--- src/rtl/branch_resolve_unit_pkg.sv ---
// ============================================================================
//  branch_resolve_unit_pkg : shared widths, opcode and B-type immediate decode
//  Revision 1.0
// ============================================================================
`default_nettype none

package branch_resolve_unit_pkg;

  localparam int unsigned DEF_XLEN      = 32;
  localparam int unsigned DEF_CNT_W     = 32;
  localparam logic [4:0]  DEF_BR_OPCODE = 5'b11000;
  localparam int unsigned OP_W          = 5;
  localparam int unsigned IMM_W         = 13;

  // B-type offset, bit 0 implicitly zero
  function automatic logic [IMM_W-1:0] b_imm(input logic [31:0] inst);
    return {inst[31], inst[7], inst[30:25], inst[11:8], 1'b0};
  endfunction

endpackage

`default_nettype wire

--- src/rtl/br_meta_slot.sv ---
// ============================================================================
//  br_meta_slot : one branch-metadata pipeline slot, clear > load > hold
//  Revision 1.0
// ============================================================================
`default_nettype none

module br_meta_slot
  import branch_resolve_unit_pkg::*;
#(
  parameter int unsigned XLEN = DEF_XLEN
) (
  input  logic            clk,
  input  logic            rst,
  input  logic            i_load,
  input  logic            i_clear,
  input  logic            i_valid,
  input  logic            i_is_br,
  input  logic            i_pred,
  input  logic [OP_W-1:0] i_op,
  input  logic [XLEN-1:0] i_pc,
  input  logic [XLEN-1:0] i_tgt,
  output logic            o_valid,
  output logic            o_is_br,
  output logic            o_pred,
  output logic [OP_W-1:0] o_op,
  output logic [XLEN-1:0] o_pc,
  output logic [XLEN-1:0] o_tgt
);

  logic            r_valid;
  logic            r_is_br;
  logic            r_pred;
  logic [OP_W-1:0] r_op;
  logic [XLEN-1:0] r_pc;
  logic [XLEN-1:0] r_tgt;

  // Clearing only drops valid; stale payload is harmless behind it
  always_ff @(posedge clk or posedge rst) begin
    if (rst) begin
      r_valid <= 1'b0;
      r_is_br <= 1'b0;
      r_pred  <= 1'b0;
      r_op    <= '0;
      r_pc    <= '0;
      r_tgt   <= '0;
    end else if (i_clear) begin
      r_valid <= 1'b0;
    end else if (i_load) begin
      r_valid <= i_valid;
      r_is_br <= i_is_br;
      r_pred  <= i_pred;
      r_op    <= i_op;
      r_pc    <= i_pc;
      r_tgt   <= i_tgt;
    end
  end

  assign o_valid = r_valid;
  assign o_is_br = r_is_br;
  assign o_pred  = r_pred;
  assign o_op    = r_op;
  assign o_pc    = r_pc;
  assign o_tgt   = r_tgt;

endmodule

`default_nettype wire

--- src/rtl/branch_resolve_unit.sv ---
// ============================================================================
//  branch_resolve_unit : carries prediction metadata IF->EX, resolves branches,
//  drives recovery/flush, predictor training and saturating statistics.
//  Revision 1.0
// ============================================================================
`default_nettype none

module branch_resolve_unit
  import branch_resolve_unit_pkg::*;
#(
  parameter int unsigned XLEN      = DEF_XLEN,
  parameter int unsigned CNT_W     = DEF_CNT_W,
  parameter logic [4:0]  BR_OPCODE = DEF_BR_OPCODE
) (
  input  logic             clk,
  input  logic             rst,
  input  logic             f_valid,
  input  logic [XLEN-1:0]  f_pc,
  input  logic [31:0]      f_inst,
  input  logic             f_predict,
  input  logic             stall,
  input  logic             e_b_take,
  output logic [4:0]       e_op,
  output logic             e_taken,
  output logic             mispredict,
  output logic [XLEN-1:0]  redirect_pc,
  output logic             flush_if_id,
  output logic             flush_id_ex,
  output logic [CNT_W-1:0] br_count,
  output logic [CNT_W-1:0] mis_count
);

  localparam int unsigned     c_EXT_W   = XLEN - IMM_W;
  localparam logic [XLEN-1:0] c_PC_STEP = XLEN'(4);
  localparam logic [CNT_W-1:0] c_CNT_MAX = {CNT_W{1'b1}};

  logic [IMM_W-1:0] w_imm;
  logic             w_f_is_br;
  logic [XLEN-1:0]  w_f_tgt;

  logic             w_id_valid, w_id_is_br, w_id_pred;
  logic [OP_W-1:0]  w_id_op;
  logic [XLEN-1:0]  w_id_pc, w_id_tgt;

  logic             w_ex_valid, w_ex_is_br, w_ex_pred;
  logic [OP_W-1:0]  w_ex_op;
  logic [XLEN-1:0]  w_ex_pc, w_ex_tgt;

  logic             w_resolve;
  logic             w_mispredict;
  logic [CNT_W-1:0] r_br_count;
  logic [CNT_W-1:0] r_mis_count;

  assign w_imm     = b_imm(f_inst);
  assign w_f_is_br = (f_inst[6:2] == BR_OPCODE);
  assign w_f_tgt   = f_pc + {{c_EXT_W{w_imm[IMM_W-1]}}, w_imm};

  br_meta_slot #(.XLEN(XLEN)) u_if_id (
    .clk     (clk),
    .rst     (rst),
    .i_load  (!stall),
    .i_clear (w_mispredict),
    .i_valid (f_valid),
    .i_is_br (w_f_is_br),
    .i_pred  (f_predict),
    .i_op    (f_inst[6:2]),
    .i_pc    (f_pc),
    .i_tgt   (w_f_tgt),
    .o_valid (w_id_valid),
    .o_is_br (w_id_is_br),
    .o_pred  (w_id_pred),
    .o_op    (w_id_op),
    .o_pc    (w_id_pc),
    .o_tgt   (w_id_tgt)
  );

  // A stall holds IF/ID, so ID/EX takes a bubble instead of a copy
  br_meta_slot #(.XLEN(XLEN)) u_id_ex (
    .clk     (clk),
    .rst     (rst),
    .i_load  (1'b1),
    .i_clear (w_mispredict | stall),
    .i_valid (w_id_valid),
    .i_is_br (w_id_is_br),
    .i_pred  (w_id_pred),
    .i_op    (w_id_op),
    .i_pc    (w_id_pc),
    .i_tgt   (w_id_tgt),
    .o_valid (w_ex_valid),
    .o_is_br (w_ex_is_br),
    .o_pred  (w_ex_pred),
    .o_op    (w_ex_op),
    .o_pc    (w_ex_pc),
    .o_tgt   (w_ex_tgt)
  );

  assign w_resolve    = w_ex_valid & w_ex_is_br;
  assign w_mispredict = w_resolve & (e_b_take ^ w_ex_pred);

  assign mispredict  = w_mispredict;
  assign flush_if_id = w_mispredict;
  assign flush_id_ex = w_mispredict;
  assign redirect_pc = !w_resolve ? '0 :
                       e_b_take   ? w_ex_tgt : (w_ex_pc + c_PC_STEP);
  assign e_op        = w_ex_valid ? w_ex_op : '0;
  assign e_taken     = w_resolve & e_b_take;

  always_ff @(posedge clk or posedge rst) begin
    if (rst) begin
      r_br_count  <= '0;
      r_mis_count <= '0;
    end else begin
      if (w_resolve && (r_br_count != c_CNT_MAX))
        r_br_count <= r_br_count + 1'b1;
      if (w_mispredict && (r_mis_count != c_CNT_MAX))
        r_mis_count <= r_mis_count + 1'b1;
    end
  end

  assign br_count  = r_br_count;
  assign mis_count = r_mis_count;

endmodule

`default_nettype wire
--- config.mk ---
export PLATFORM = sky130hd
export DESIGN_NAME = branch_resolve_unit
export DESIGN_NICKNAME = d
export VERILOG_FILES = /design/src/rtl/branch_resolve_unit_pkg.sv /design/src/rtl/br_meta_slot.sv /design/src/rtl/branch_resolve_unit.sv
export SDC_FILE = /design/constraint.sdc
export NUM_CORES = 1
export LEC_CHECK = 0
export ABC_AREA = 1
export CAP_MARGIN = 20
export CORE_ASPECT_RATIO = 0.5
export CORE_MARGIN = 3
export CORE_UTILIZATION = 30
export DETAILED_ROUTE_END_ITERATION = 16
export MAX_ROUTING_LAYER = met4
export SLEW_MARGIN = 30
export SYNTH_ARGS = -nofsm -noshare
export SYNTH_HDL_FRONTEND = slang
export SYNTH_SLANG_ARGS = --single-unit
--- constraint.sdc ---
create_clock -name clk -period 5.7 [get_ports clk]
set_input_delay 0.57 -clock clk [delete_from_list [all_inputs] [get_ports clk]]
set_output_delay 0.57 -clock clk [all_outputs]
set_load 0.02 [all_outputs]
==> metrics.md <==
| Metric | Value |
|---|---|
| Outcome | `finished clean` |
| CP cell instances | `ha_1 -> nand2_1 -> nor3_1 -> nand2_1 -> nor2_1 -> xor2_1 -> o21ai_0 -> inv_1 -> clkdlybuf4s50_1` |
| Synth Net Count | `approximately 2000` |
| Worst Path Required | `5130 ps` |
| Clock skew | `~23 ps` |
| Clk pin slew, worst setup/hold paths | `about 70 ps` |
| Critical Path AT | `3420 ps` |
| Routed met2 length | `18480 um` |
| Final setup violation count | `0` |
| Die H | `151.4 um` |
| Unrepaired setup endpoints after global routing | `false` |
| Post-synthesis sequential area ratio | `roughly 40%` |
| Placer congestion estimate | `approximately 0.9` |
| Worst-Skew Late Latency | `between 500 and 600 ps` |
| Setup TNS Final | `0 ps` |
| Worst path depth | `9` |
| Clock tree buffer depth | `3` |
| Leading area contributor after synthesis | `dfrtp_1` |
| Total Routing Usage GR | `17.58%` |
| CP Buf/Inv Count | `2` |
| First-pass GRT wire length | `around 62000 um` |
| CP dominant cell by count | `nand2_1` |
| Leakage | `~7.8 nW` |
| Most used DFF post-synth | `dfrtp_1` |
| Vias in the first global route | `approximately 11000` |
| Final hold vios | `0` |
| Yosys top cell area share | `40.66%` |
| Placed insts | `between 2000 and 3000` |
| Post-synth top cells | `nand2_1 (761), inv_1 (253), dfrtp_1 (206)` |
| Crit path max-delay family | `simple AND/OR/NAND/NOR gates` |
| Row Count | `52` |
| Worst-path fanout max | `5` |
| # nets final | `about 2100` |
| Initial detailed-routing violation count | `936` |
| Max Freq | `roughly 250 MHz` |
| Routed length on met1 | `18530 um` |
| Slowest Stage Delay on Critical Path | `590 ps` |
| Initial antenna violation count | `0` |
| Met3 WL | `987 um` |
| Flops & latches, synth | `206` |
| Post-CTS Setup Repair Bufs | `0` |
| Hpwl dp | `~30000 um` |
| Area Overhead vs Synth | `23.16%` |
| CTS root buffer | `clkbuf_16` |
| Buffers on Ports | `159` |
| Slew @ Worst Pin | `933.6 ps` |
| Max layer used | `met4` |
| Core Util, Final | `between 30% and 40%` |
| Clock Sinks | `between 200 and 250` |
| Fraction of layout cells with a size suffix above 1 | `~2.9%` |
| CTS resizes | `0` |
| Mapped Area | `around 13000 sq um` |
| Most common cell in the netlist | `nand2_1` |
| TritonCTS clock tree | `done` |
| Period minus WS final | `between 3000 and 4000 ps` |
| DRC Markers | `0` |
| Vias/cell | `about 4.6` |
| Final Cycle Share | `a little over two thirds` |
| Slew HR | `a little under two fifths` |
| Worst path slowest cell | `nor3_1` |
| Worst min path class | `input pin to async pin` |
| I/O pin cnt | `around 180` |
| Pre-antenna DRT Iters | `5` |
| Number of buffers created by CTS | `23` |
| Grt ovf | `0` |
| Die area | `approximately 45000 sq um` |
| Max-cap violation count | `0` |
| Via Count | `about 12000` |
| Yosys cell types | `36` |
| Largest net degree at the start of global routing | `roughly 180` |
| WL final | `38990 um` |
| Initial Util | `30.89%` |
| Syn avg cell area | `6.730 sq um` |
| FF-to-FF path depth | `7` |
| Core Area | `41050 sq um` |
| Final Max Tran Viols | `0` |
| H-tree depth | `1` |
| Wire per inst | `around 15 um` |
| Post-synth EDFFs | `0` |
| Fraction of registers with async set/reset | `100.0%` |
| Synth area leaders | `dfrtp_1 (41%), nand2_1 (23%), inv_1 (7.5%)` |
| ANT cells | `0` |
| Startpoint Class | `flop` |
| Syn Inst Count | `about 1900` |
| Pwr/cell area | `252.1 nW/um^2` |
| Max VDD drop | `0.0001707 V` |
| Worst Setup End Kind | `output pin` |
| CP Class | `flop to output pin` |
| Synthesis Warnings | `0` |
| Hold buffers post-CTS | `0` |
| Fin cells | `between 2000 and 3000` |
| Die Span X | `just under 300 um` |
| Post-route ant nets | `0` |
per-stage QoR:
step / hold slack [ps] / instance area [sq um] / setup slack, ps / total power, mW
after global placement: 454.2 / 14840 / 1775 / 2.511
final: 469.5 / 15620 / 1706 / 3.938
after detailed placement: 458.5 / 14840 / 1734 / 2.521
after floorplan: 436.7 / 12680 / 2458 / 2.228
after global routing: 489.6 / 15620 / 1429 / 4.158
after CTS: 474.2 / 15560 / 1595 / 3.977
sequential cells by signal, summed over array words and instances, names as in the netlist:
name / flops
u_if_id.o_pc: 31
u_id_ex.o_op: 5
u_id_ex.o_tgt: 32
u_if_id.o_op: 5
u_id_ex.o_valid: 1
u_if_id.o_tgt: 32
u_if_id.o_pred: 1
u_if_id.o_is_br: 1
u_id_ex.o_pc: 31
br_count: 32
u_id_ex.o_is_br: 1
u_id_ex.o_pred: 1
mis_count: 32
u_if_id.o_valid: 1
layout by cell type (no fill, tap or decap), types with 2 or more instances in the layout:
cell type,count
a31oi_1,2
clkbuf_8,5
xnor2_1,22
o211ai_1,3
nand2_1,761
o22ai_1,2
nand3b_1,12
nand4_1,25
clkbuf_1,2
or2_2,3
nand3_1,103
buf_16,2
ha_1,33
o21bai_1,3
buf_4,7
clkinv_2,7
dfrtp_1,206
nor2_1,155
clkdlybuf4s50_1,159
o31ai_1,2
xor2_1,35
a21oi_1,25
inv_1,252
inv_2,2
o21ai_0,124
clkinvlp_4,2
clkbuf_16,23
o21ai_1,4
nor3_1,47
cell type report:
class / count / area, sq um
multi-input cells: 1373 / 6341
clock inverters: 9 / 73.82
repair buffers: 169 / 1719
fillers: 4360 / 25440
well taps: 567 / 709.4
inverters: 256 / 965.9
clock buffers: 30 / 651.9
flip-flops and latches: 206 / 5155
metal layers:
metal | global-route usage (%) | up-vias
li1 | - | 6154
met1 | 23.22 | 5520
met2 | 29.28 | 170
met3 | 1.475 | 62
met4 | 4.856 | 0
met5 | - | -
logic make-up (layout without fill, tap and decap cells):
kind of cell             count (synthesis)  count (layout)  synth area share [%]
AND/OR/NAND/NOR                       1112            1112                 35.51
buffers and inverters                  305             464                 9.493
flip-flops                             206             206                 40.66
AO/OA/AOI/OAI                          170             170                 6.986
XOR/XNOR                                57              57                 3.937
adder cells (fa/ha/maj)                 34              34                 3.414
worst paths after layout:
path	from	to	slack [ps]
setup reg to reg	u_id_ex.o_valid$_DFF_PP0_	u_id_ex.o_tgt[21]$_DFFE_PP0P_	2310
setup / recovery	u_id_ex.o_pc[2]$_DFFE_PP0P_	redirect_pc[14]	1710
hold / removal	rst	u_id_ex.o_pc[20]$_DFFE_PP0P_	470
max in group asynchronous	rst	br_count[9]$_DFFE_PP0P_	3820
hold reg to reg	u_if_id.o_tgt[0]$_DFFE_PP0P_	u_if_id.o_tgt[0]$_DFFE_PP0P_	470
min in group clk	u_if_id.o_tgt[0]$_DFFE_PP0P_	u_if_id.o_tgt[0]$_DFFE_PP0P_	470
worst reg2reg max path, delay by kind of cell (launching register included):
kind / cells / cell delay (ps)
compound gates: 1 / 80
buf+inv: 2 / 1410
flops: 1 / 460
simple gates: 4 / 1330
power breakdown:
group,internal [mW],switching (mW),total [mW]
Combinational,0.272,0.455,0.727
Clock,0.811,0.627,1.44
Sequential,1.63,0.138,1.77
Note: power is estimated with default switching activity, not from simulation.
